**src/rtl/bf_pkg.sv**
```systemverilog
// bf_pkg: shared definitions for the result reader.
//   ADDR_W / DATA_W : default output-memory address and word widths
//   INF_DIST        : distance value that marks an unreachable node
//   rr_state_e      : result reader FSM states
package bf_pkg;

    localparam int          ADDR_W   = 13;
    localparam int          DATA_W   = 16;
    localparam logic [15:0] INF_DIST = 16'hFFFF;

    typedef enum logic [1:0] {
        ST_IDLE   = 2'd0,
        ST_STREAM = 2'd1,
        ST_NEG    = 2'd2,
        ST_DONE   = 2'd3
    } rr_state_e;

endpackage

```
**src/rtl/result_slice.sv**
```systemverilog
// result_slice: single-entry valid/ready output register holding one beat.
// A beat is loaded when 'load' is high; the caller only loads when the
// register is empty or its current beat is accepted in the same cycle.
// Ports:
//   clock, reset      : clock, asynchronous active-low reset
//   load              : capture in_* into the register (sets out_valid)
//   in_*              : beat fields to capture
//   out_ready         : downstream acceptance
//   out_valid, out_*  : registered beat presented downstream
module result_slice #(
    parameter int ADDR_W = 13,
    parameter int DATA_W = 16
) (
    input  logic              clock,
    input  logic              reset,
    input  logic              load,
    input  logic [DATA_W-1:0] in_data,
    input  logic [ADDR_W-1:0] in_index,
    input  logic              in_unreach,
    input  logic              in_neg,
    input  logic              in_last,
    input  logic              out_ready,
    output logic              out_valid,
    output logic [DATA_W-1:0] out_data,
    output logic [ADDR_W-1:0] out_index,
    output logic              out_unreach,
    output logic              out_neg,
    output logic              out_last
);

    logic              valid_q, valid_d;
    logic [DATA_W-1:0] data_q, data_d;
    logic [ADDR_W-1:0] index_q, index_d;
    logic              unreach_q, unreach_d;
    logic              neg_q, neg_d;
    logic              last_q, last_d;

    always_comb begin
        valid_d   = valid_q;
        data_d    = data_q;
        index_d   = index_q;
        unreach_d = unreach_q;
        neg_d     = neg_q;
        last_d    = last_q;
        if (load) begin
            valid_d   = 1'b1;
            data_d    = in_data;
            index_d   = in_index;
            unreach_d = in_unreach;
            neg_d     = in_neg;
            last_d    = in_last;
        end else if (valid_q && out_ready) begin
            valid_d = 1'b0;
        end
    end

    always_ff @(posedge clock or negedge reset) begin
        if (!reset) begin
            valid_q   <= 1'b0;
            data_q    <= '0;
            index_q   <= '0;
            unreach_q <= 1'b0;
            neg_q     <= 1'b0;
            last_q    <= 1'b0;
        end else begin
            valid_q   <= valid_d;
            data_q    <= data_d;
            index_q   <= index_d;
            unreach_q <= unreach_d;
            neg_q     <= neg_d;
            last_q    <= last_d;
        end
    end

    assign out_valid   = valid_q;
    assign out_data    = data_q;
    assign out_index   = index_q;
    assign out_unreach = unreach_q;
    assign out_neg     = neg_q;
    assign out_last    = last_q;

endmodule

```
**src/rtl/result_reader.sv**
```systemverilog
// result_reader: after the solver finishes, streams distance entries
// 0..num_nodes-1 from the output memory onto a valid/ready port, or a single
// negative-cycle marker beat when the solver reports a negative cycle.
// Ports:
//   clock, reset       : clock, asynchronous active-low reset
//   finish, negcycle   : solver completion / negative-cycle flags (levels)
//   num_nodes          : entry count, sampled at start, clamped to 2**ADDR_W
//   omar, omdr         : output-memory address / combinational read data
//   out_*              : valid/ready result stream
//   busy, done         : transfer in progress / one-cycle completion pulse
//
// state     | meaning
// ----------+---------------------------------------------------------
// ST_IDLE   | waiting for a rising edge of finish
// ST_STREAM | reading memory entries into the output register
// ST_NEG    | presenting the single negative-cycle beat
// ST_DONE   | one-cycle done pulse, then back to idle
module result_reader
    import bf_pkg::rr_state_e;
    import bf_pkg::ST_IDLE;
    import bf_pkg::ST_STREAM;
    import bf_pkg::ST_NEG;
    import bf_pkg::ST_DONE;
    import bf_pkg::INF_DIST;
#(
    parameter int ADDR_W = bf_pkg::ADDR_W,
    parameter int DATA_W = bf_pkg::DATA_W
) (
    input  logic              clock,
    input  logic              reset,
    input  logic              finish,
    input  logic              negcycle,
    input  logic [ADDR_W:0]   num_nodes,
    output logic [ADDR_W-1:0] omar,
    input  logic [DATA_W-1:0] omdr,
    output logic              out_valid,
    input  logic              out_ready,
    output logic [DATA_W-1:0] out_data,
    output logic [ADDR_W-1:0] out_index,
    output logic              out_unreach,
    output logic              out_neg,
    output logic              out_last,
    output logic              busy,
    output logic              done
);

    localparam logic [DATA_W-1:0] INF_W = DATA_W'(INF_DIST);

    rr_state_e         state_q, state_d;
    logic              finish_q, finish_d;
    // armed_q stays low after reset until finish has been seen low, so a
    // finish that is already high at reset release cannot start a transfer.
    logic              armed_q, armed_d;
    logic [ADDR_W-1:0] ptr_q, ptr_d;
    logic [ADDR_W-1:0] last_idx_q, last_idx_d;
    // issued_q: the last entry has been read; the pointer parks on it.
    logic              issued_q, issued_d;

    logic              start;
    logic              fetch;
    logic              accept;
    logic              nodes_zero;
    logic [ADDR_W-1:0] nodes_last;

    logic              load;
    logic [DATA_W-1:0] ld_data;
    logic [ADDR_W-1:0] ld_index;
    logic              ld_neg;
    logic              ld_last;

    assign start  = (state_q == ST_IDLE) && finish && !finish_q && armed_q;
    assign accept = out_valid && out_ready;
    assign fetch  = (state_q == ST_STREAM) && !issued_q && (!out_valid || out_ready);

    // Counts of 2**ADDR_W or more all map to a last index of 2**ADDR_W-1.
    assign nodes_zero = (num_nodes == '0);
    assign nodes_last = num_nodes[ADDR_W] ? '1 : (num_nodes[ADDR_W-1:0] - ADDR_W'(1));

    // State register
    always_ff @(posedge clock or negedge reset) begin
        if (!reset) begin
            state_q <= ST_IDLE;
        end else begin
            state_q <= state_d;
        end
    end

    // Next-state logic
    always_comb begin
        state_d = state_q;
        case (state_q)
            ST_IDLE: begin
                if (start) begin
                    if (negcycle) begin
                        state_d = ST_NEG;
                    end else if (nodes_zero) begin
                        state_d = ST_DONE;
                    end else begin
                        state_d = ST_STREAM;
                    end
                end
            end
            ST_STREAM: begin
                if (accept && out_last) begin
                    state_d = ST_DONE;
                end
            end
            ST_NEG: begin
                if (accept) begin
                    state_d = ST_DONE;
                end
            end
            ST_DONE: begin
                state_d = ST_IDLE;
            end
            default: begin
                state_d = ST_IDLE;
            end
        endcase
    end

    // Output logic
    always_comb begin
        busy     = (state_q != ST_IDLE);
        done     = (state_q == ST_DONE);
        omar     = '0;
        load     = 1'b0;
        ld_data  = omdr;
        ld_index = ptr_q;
        ld_neg   = 1'b0;
        ld_last  = (ptr_q == last_idx_q);
        case (state_q)
            ST_IDLE: begin
                // The marker beat is loaded on the start edge itself; no
                // memory access is involved.
                if (start && negcycle) begin
                    load     = 1'b1;
                    ld_data  = INF_W;
                    ld_index = '0;
                    ld_neg   = 1'b1;
                    ld_last  = 1'b1;
                end
            end
            ST_STREAM: begin
                omar = ptr_q;
                load = fetch;
            end
            default: begin
            end
        endcase
    end

    // Pointer, finish edge detection and last-index bookkeeping
    always_comb begin
        finish_d   = finish;
        armed_d    = armed_q | ~finish;
        ptr_d      = ptr_q;
        last_idx_d = last_idx_q;
        issued_d   = issued_q;
        if (start) begin
            ptr_d      = '0;
            issued_d   = 1'b0;
            last_idx_d = nodes_last;
        end else if (fetch) begin
            if (ptr_q == last_idx_q) begin
                issued_d = 1'b1;
            end else begin
                ptr_d = ptr_q + ADDR_W'(1);
            end
        end else if (state_q == ST_DONE) begin
            ptr_d = '0;
        end
    end

    always_ff @(posedge clock or negedge reset) begin
        if (!reset) begin
            finish_q   <= 1'b0;
            armed_q    <= 1'b0;
            ptr_q      <= '0;
            last_idx_q <= '0;
            issued_q   <= 1'b0;
        end else begin
            finish_q   <= finish_d;
            armed_q    <= armed_d;
            ptr_q      <= ptr_d;
            last_idx_q <= last_idx_d;
            issued_q   <= issued_d;
        end
    end

    result_slice #(
        .ADDR_W (ADDR_W),
        .DATA_W (DATA_W)
    ) u_slice (
        .clock       (clock),
        .reset       (reset),
        .load        (load),
        .in_data     (ld_data),
        .in_index    (ld_index),
        .in_unreach  (ld_data == INF_W),
        .in_neg      (ld_neg),
        .in_last     (ld_last),
        .out_ready   (out_ready),
        .out_valid   (out_valid),
        .out_data    (out_data),
        .out_index   (out_index),
        .out_unreach (out_unreach),
        .out_neg     (out_neg),
        .out_last    (out_last)
    );

endmodule

```
**config.mk**
```make
export PLATFORM = sky130hd
export DESIGN_NAME = result_reader
export DESIGN_NICKNAME = d
export VERILOG_FILES = /design/src/rtl/bf_pkg.sv /design/src/rtl/result_slice.sv /design/src/rtl/result_reader.sv
export SDC_FILE = /design/constraint.sdc
export NUM_CORES = 1
export LEC_CHECK = 0
export CORE_AREA = 3 3 84 86
export CTS_CLUSTER_DIAMETER = 30
export DETAILED_ROUTE_END_ITERATION = 16
export DIE_AREA = 0 0 87 89
export PLACE_DENSITY = 0.92
export SLEW_MARGIN = 0
export SYNTH_ARGS = -nofsm -noshare
export SYNTH_HDL_FRONTEND = slang
export SYNTH_SLANG_ARGS = --single-unit
export TNS_END_PERCENT = 20
```
**constraint.sdc**
```tcl
create_clock -name clock -period 3.3 [get_ports clock]
set_clock_uncertainty 0.05 [all_clocks]
set_input_delay 0.66 -clock clock [delete_from_list [all_inputs] [get_ports clock]]
set_output_delay 0.66 -clock clock [all_outputs]
set_load 0.05 [all_outputs]
```
==> out/qor.csv, run 1 <==
metric;value;unit
Async S/R FF share, synth;100;%
WP data required;2.59;ns
Vias/cell;5.76;
routability cong.;0.917;
setup TNS;0;ns
# IOs;83;
post-CTS setup buffer count;0;
mux contribution to synthesized area;0.302;%
number of global-route vias before repair;2943;
top routing layer in use;met4;
Mean Syn Cell Area;8.91;sq um
Clock Tree Root;clkbuf_8;
Skew-Pair Late Insertion Delay;0.35;ns
met2 WL;4470;um
H-Tree Depth;3;
Clock transition at path regs;0.07;ns
vias after detailed routing;3087;
global router's overall resource usage;24.7;%
commonest non-fill, non-tap cell in the layout;nand2_1;
final WL;8950;um
Worst setup EP type;output port;
first-pass GRT wire length;14900;um
P_leak;1.86;nW
final count of negative-setup-slack endpoints;0;
share of cells above drive strength 1;6.97;%
wire length on met1;3830;um
final hold slack;0.371;ns
Port-buffer cells;82;
DRT Pass-1 Iters;4;
remaining routing DRC violations;0;
drt first-iter violations;212;
met3 wire length;428;um
clock sink count;64;
initial antenna violation count;0;
RSZ-0062 raised after global routing;false;
pwr/cell area;850;nW/um^2
critical path type;reg2out;
Chip Width;87;um
max_cap viols;0;
Fmax achieved;324;MHz
area of the mapped netlist;3310;sq um
post-layout minimum cycle time;3.08;ns
Detail Route Antenna Nets;0;
Rows;29;
worst-margin pin slew;0.872;ns
Synth Area in Adders;2.64;%
full die area;7740;sq um
clock tree from TritonCTS;done;
Initial Util;52.2;%
Final period util;93.5;%
Final Util;69.9;%
Hold Vio Cnt, Final;0;
cells after synthesis;372;
type of origin of the critical path;flip-flop;
Ys Warns;0;
Slew headroom;41.9;%
Routed wire per std cell;16.7;um
crit path DAT;2.37;ns
fin nets;496;
total power;3.77;mW
Post-DP HPWL;6370;um
XOR/XNOR share of the synthesized area;6.08;%
Synth Register Bits;64;
commonest cells after routing, fill and taps aside;nand2_1, clkdlybuf4s50_1, dfrtp_1;
sequential fraction of the synthesis area;48.3;%
Synth Area in Simple Gates;27.6;%
fin. max-slew vios;0;
Max VDD drop;660;uV
die height;89;um
Core Box Area;6350;sq um
Synth Area in Compound Gates;11.8;%
Main synth FF type;dfrtp_1;
number of diodes;0;
status;complete, no violations;
dominant combinational cell family by area after synthesis;simple AND/OR/NAND/NOR gates;
clk buf depth;2;
largest net degree at the start of global routing;40;
CTS buffer count;9;
grt ovf;0;
Synth Net Count;414;
Crit Path Max Fanout;17;
HP Class;in2async;
Post-CTS Resized;0;
area grow syn2layout;33.9;%
hold_buf cts;0;
library cells used by synthesis;48;
EDFF count, synth;0;
==> final timing paths <==
kind                       startpoint             endpoint  slack (ns)  cells after the start
max                        state_q[1]             omar[10]        0.22                      4
min in group clock            armed_q              armed_q        0.45                      1
min reg2reg                   armed_q              armed_q        0.45                      1
max reg2reg                state_q[1]             ptr_q[6]        0.88                      6
max in group asynchronous       reset       last_idx_q[10]        2.06                      2
min                             reset  u_slice.out_data[0]        0.37                      1
==> sequential cells by signal, summed over array words and instances (netlist names) <==
| name | flops |
|---|---|
| finish_q | 1 |
| u_slice.out_valid | 1 |
| issued_q | 1 |
| state_q | 2 |
| u_slice.out_neg | 1 |
| u_slice.out_unreach | 1 |
| u_slice.out_index | 13 |
| last_idx_q | 13 |
| u_slice.out_data | 16 |
| u_slice.out_last | 1 |
| armed_q | 1 |
| ptr_q | 13 |
==> cells in the mapped netlist, types with 2 or more instances <==
master    count  area, sq um
ha_1          7         87.6
nand2b_1      3         18.8
inv_1        10         37.5
xnor2_1      19          166
nand2_1      83          312
dfrtp_1      64         1600
nor2_1       26         97.6
nand4_1       9         56.3
clkbuf_1     13         48.8
nor3_1        6         30.0
xor2_1        4         35.0
o21ai_0       4         20.0
nand3_1      25          125
and2_1       16          100
or4_1         5         37.5
a21oi_1      28          140
nor3b_1       3         22.5
a21o_1        2         15.0
or4_4         2         22.5
buf_2         4         20.0
o211ai_1      5         37.5
o22ai_1       2         12.5
a31oi_1       7         43.8
==> stage by stage <==
step / area (sq um) / setup WS (ns) / cells
2_1_floorplan: 3310 / 1.13 / 372
3_3_place_gp: 4210 / 0.563 / 520
3_5_place_dp: 4210 / 0.512 / 520
4_1_cts: 4440 / 0.204 / 536
5_1_grt: 4440 / 0.0634 / 536
6_report: 4440 / 0.216 / 536
==> per-layer routing <==
| metal | track usage, % | vias up |
|---|---|---|
| met5 | 0 | - |
| met4 | 11.0 | 0 |
| met3 | 3.87 | 18 |
| met2 | 39.1 | 111 |
| met1 | 33.8 | 1515 |
| li1 | - | 1443 |
==> report_power, final <==
group	total (mW)	internal [mW]	leakage [nW]	switching, mW
clock network	0.768	0.448	0.109	0.320
registers	1.20	1.02	0.792	0.176
logic	1.80	0.618	0.960	1.19
==> logic make-up after synthesis <==
kind of cell / after synthesis
muxes: 1
AOI/OAI and AO/OA: 62
and+or+nand+nor: 187
adders and majority gates: 7
DFF: 64
xor gates and xnor gates: 23
buffers and inverters: 28
==> critical path, stage by stage, from the launching register on <==
cell and delay, ns:
dfrtp_1 0.40, inv_1 0.13, ha_1 0.49, and2_1 0.20
clkdlybuf4s50_1 0.82
==> area by class of cell <==
type                    count  area (sq um)
clock buffers              10           138
clock inverters             6          92.6
fillers                   476          1910
inverters                  10          37.5
multi-input cells         280          1600
flip-flops and latches     64          1600
well taps                  77          96.3
repair buffers             89           868
Note: power is estimated with default switching activity, not from simulation.
==> inputs of run 2 (changes only) <==
--- a/config.mk
+++ b/config.mk
@@ -9,7 +9,7 @@
 export CTS_CLUSTER_DIAMETER = 30
 export DETAILED_ROUTE_END_ITERATION = 16
 export DIE_AREA = 0 0 87 89
-export PLACE_DENSITY = 0.92
+export PLACE_DENSITY = 0.83
 export SLEW_MARGIN = 0
 export SYNTH_ARGS = -nofsm -noshare
 export SYNTH_HDL_FRONTEND = slang
==> out/qor.csv, run 2 (same netlist as run 1, synthesis figures left out) <==
metric;value;unit
Initial Util;52.2;%
P_leak;1.84;nW
Chip Width;87;um
type of origin of the critical path;flip-flop;
CTS buffer count;9;
clk buf depth;2;
status;complete, no violations;
initial antenna violation count;0;
Worst setup EP type;output port;
Reg-to-Reg Start;state_q[0];
fin. max-slew vios;0;
number of global-route vias before repair;2904;
Vias/cell;5.62;
RSZ-0062 raised after global routing;false;
clock sink count;64;
grt ovf;0;
area grow syn2layout;33.1;%
Clock transition at path regs;0.07;ns
Port-buffer cells;82;
Detail Route Antenna Nets;0;
Post-CTS Resized;0;
max_cap viols;0;
Clock Tree Root;clkbuf_8;
post-route cell area;4410;sq um
Crit Path Max Fanout;17;
Routed wire per std cell;15.3;um
final WL;8210;um
Rows;29;
first-pass GRT wire length;14000;um
routability cong.;0.917;
setup TNS;0;ns
R2R setup slack;1.08;ns
Fillers;475;
# IOs;83;
Final period util;89.6;%
post-CTS setup buffer count;0;
Skew-Pair Late Insertion Delay;0.34;ns
commonest non-fill, non-tap cell in the layout;nand2_1;
clock tree from TritonCTS;done;
HP Class;in2async;
share of cells above drive strength 1;7.19;%
RR Endpoint;state_q[1];
global router's overall resource usage;22.9;%
hold_buf cts;0;
largest net degree at the start of global routing;37;
drt first-iter violations;247;
Post-DP HPWL;6170;um
fin nets;496;
Slew headroom;55.5;%
Core Box Area;6350;sq um
worst-margin pin slew;0.667;ns
die height;89;um
vias after detailed routing;3010;
DRT Pass-1 Iters;5;
remaining routing DRC violations;0;
Fmax achieved;338;MHz
total power;3.66;mW
post-layout minimum cycle time;2.96;ns
R2R depth;7;
number of diodes;0;
full die area;7740;sq um
WP data required;2.59;ns
max FFs per register;16;
Max VDD drop;645;uV
final count of negative-setup-slack endpoints;0;
pwr/cell area;830;nW/um^2
Hold Vio Cnt, Final;0;
H-Tree Depth;3;
critical path type;reg2out;
commonest cells after routing, fill and taps aside;nand2_1, clkdlybuf4s50_1, dfrtp_1;
crit path DAT;2.25;ns
Post-DP Area;4210;sq um
-- run 2: cell type report --
| class | instances | area (sq um) | share of cell area [%] |
|---|---|---|---|
| flip-flops and latches | 64 | 1600 | 36.3 |
| clock inverters | 7 | 78.8 | 1.79 |
| clock buffers | 9 | 124 | 2.81 |
| repair buffers | 89 | 868 | 19.7 |
| multi-input cells | 280 | 1610 | 36.4 |
| inverters | 10 | 37.5 | 0.851 |
| well taps | 77 | 96.3 | 2.18 |
-- run 2: how the worst max path moves through the flow --
stage	start	endpoint	slack, ns	depth (start not counted)
6_report	state_q[1]	omar[2]	0.34	4
5_1_grt	state_q[1]	omar[5]	0.19	4
4_1_cts	state_q[1]	omar[2]	0.16	4
3_5_place_dp	num_nodes[5]	state_q[1]	0.48	7
3_3_place_gp	num_nodes[5]	state_q[1]	0.57	7
2_1_floorplan	num_nodes[5]	state_q[1]	1.13	6
-- run 2: critical path: stages, from the launching register on --
cell,delay (ns)
dfrtp_1,0.40
inv_1,0.14
ha_2,0.38
and2_1,0.18
clkdlybuf4s50_1,0.82
-- run 2: layer usage --
layer | up-vias | part of all wire, % | GRT usage, %
li1 | 1442 | - | -
met1 | 1426 | 42 | 29.5
met2 | 126 | 49 | 38.9
met3 | 16 | 6.2 | 4.88
met4 | 0 | 2.1 | 7.22
met5 | - | 0 | 0
-- run 2: power breakdown --
part | switching [mW] | leakage (nW) | internal [mW]
Clock | 0.327 | 0.0925 | 0.355
Combinational | 1.16 | 0.959 | 0.620
Sequential | 0.174 | 0.792 | 1.02
Total | 1.66 | 1.84 | 2.00
-- run 2: stage by stage --
step           worst slack (ns)  cells  util (%)  hold WS [ns]
6_report                  0.343    536      69.5         0.125
4_1_cts                   0.161    536      69.4         0.128
3_3_place_gp              0.569    520      66.2         0.408
3_5_place_dp              0.477    520      66.2         0.421
5_1_grt                   0.189    536      69.5         0.136
2_1_floorplan              1.13    372         -         0.314
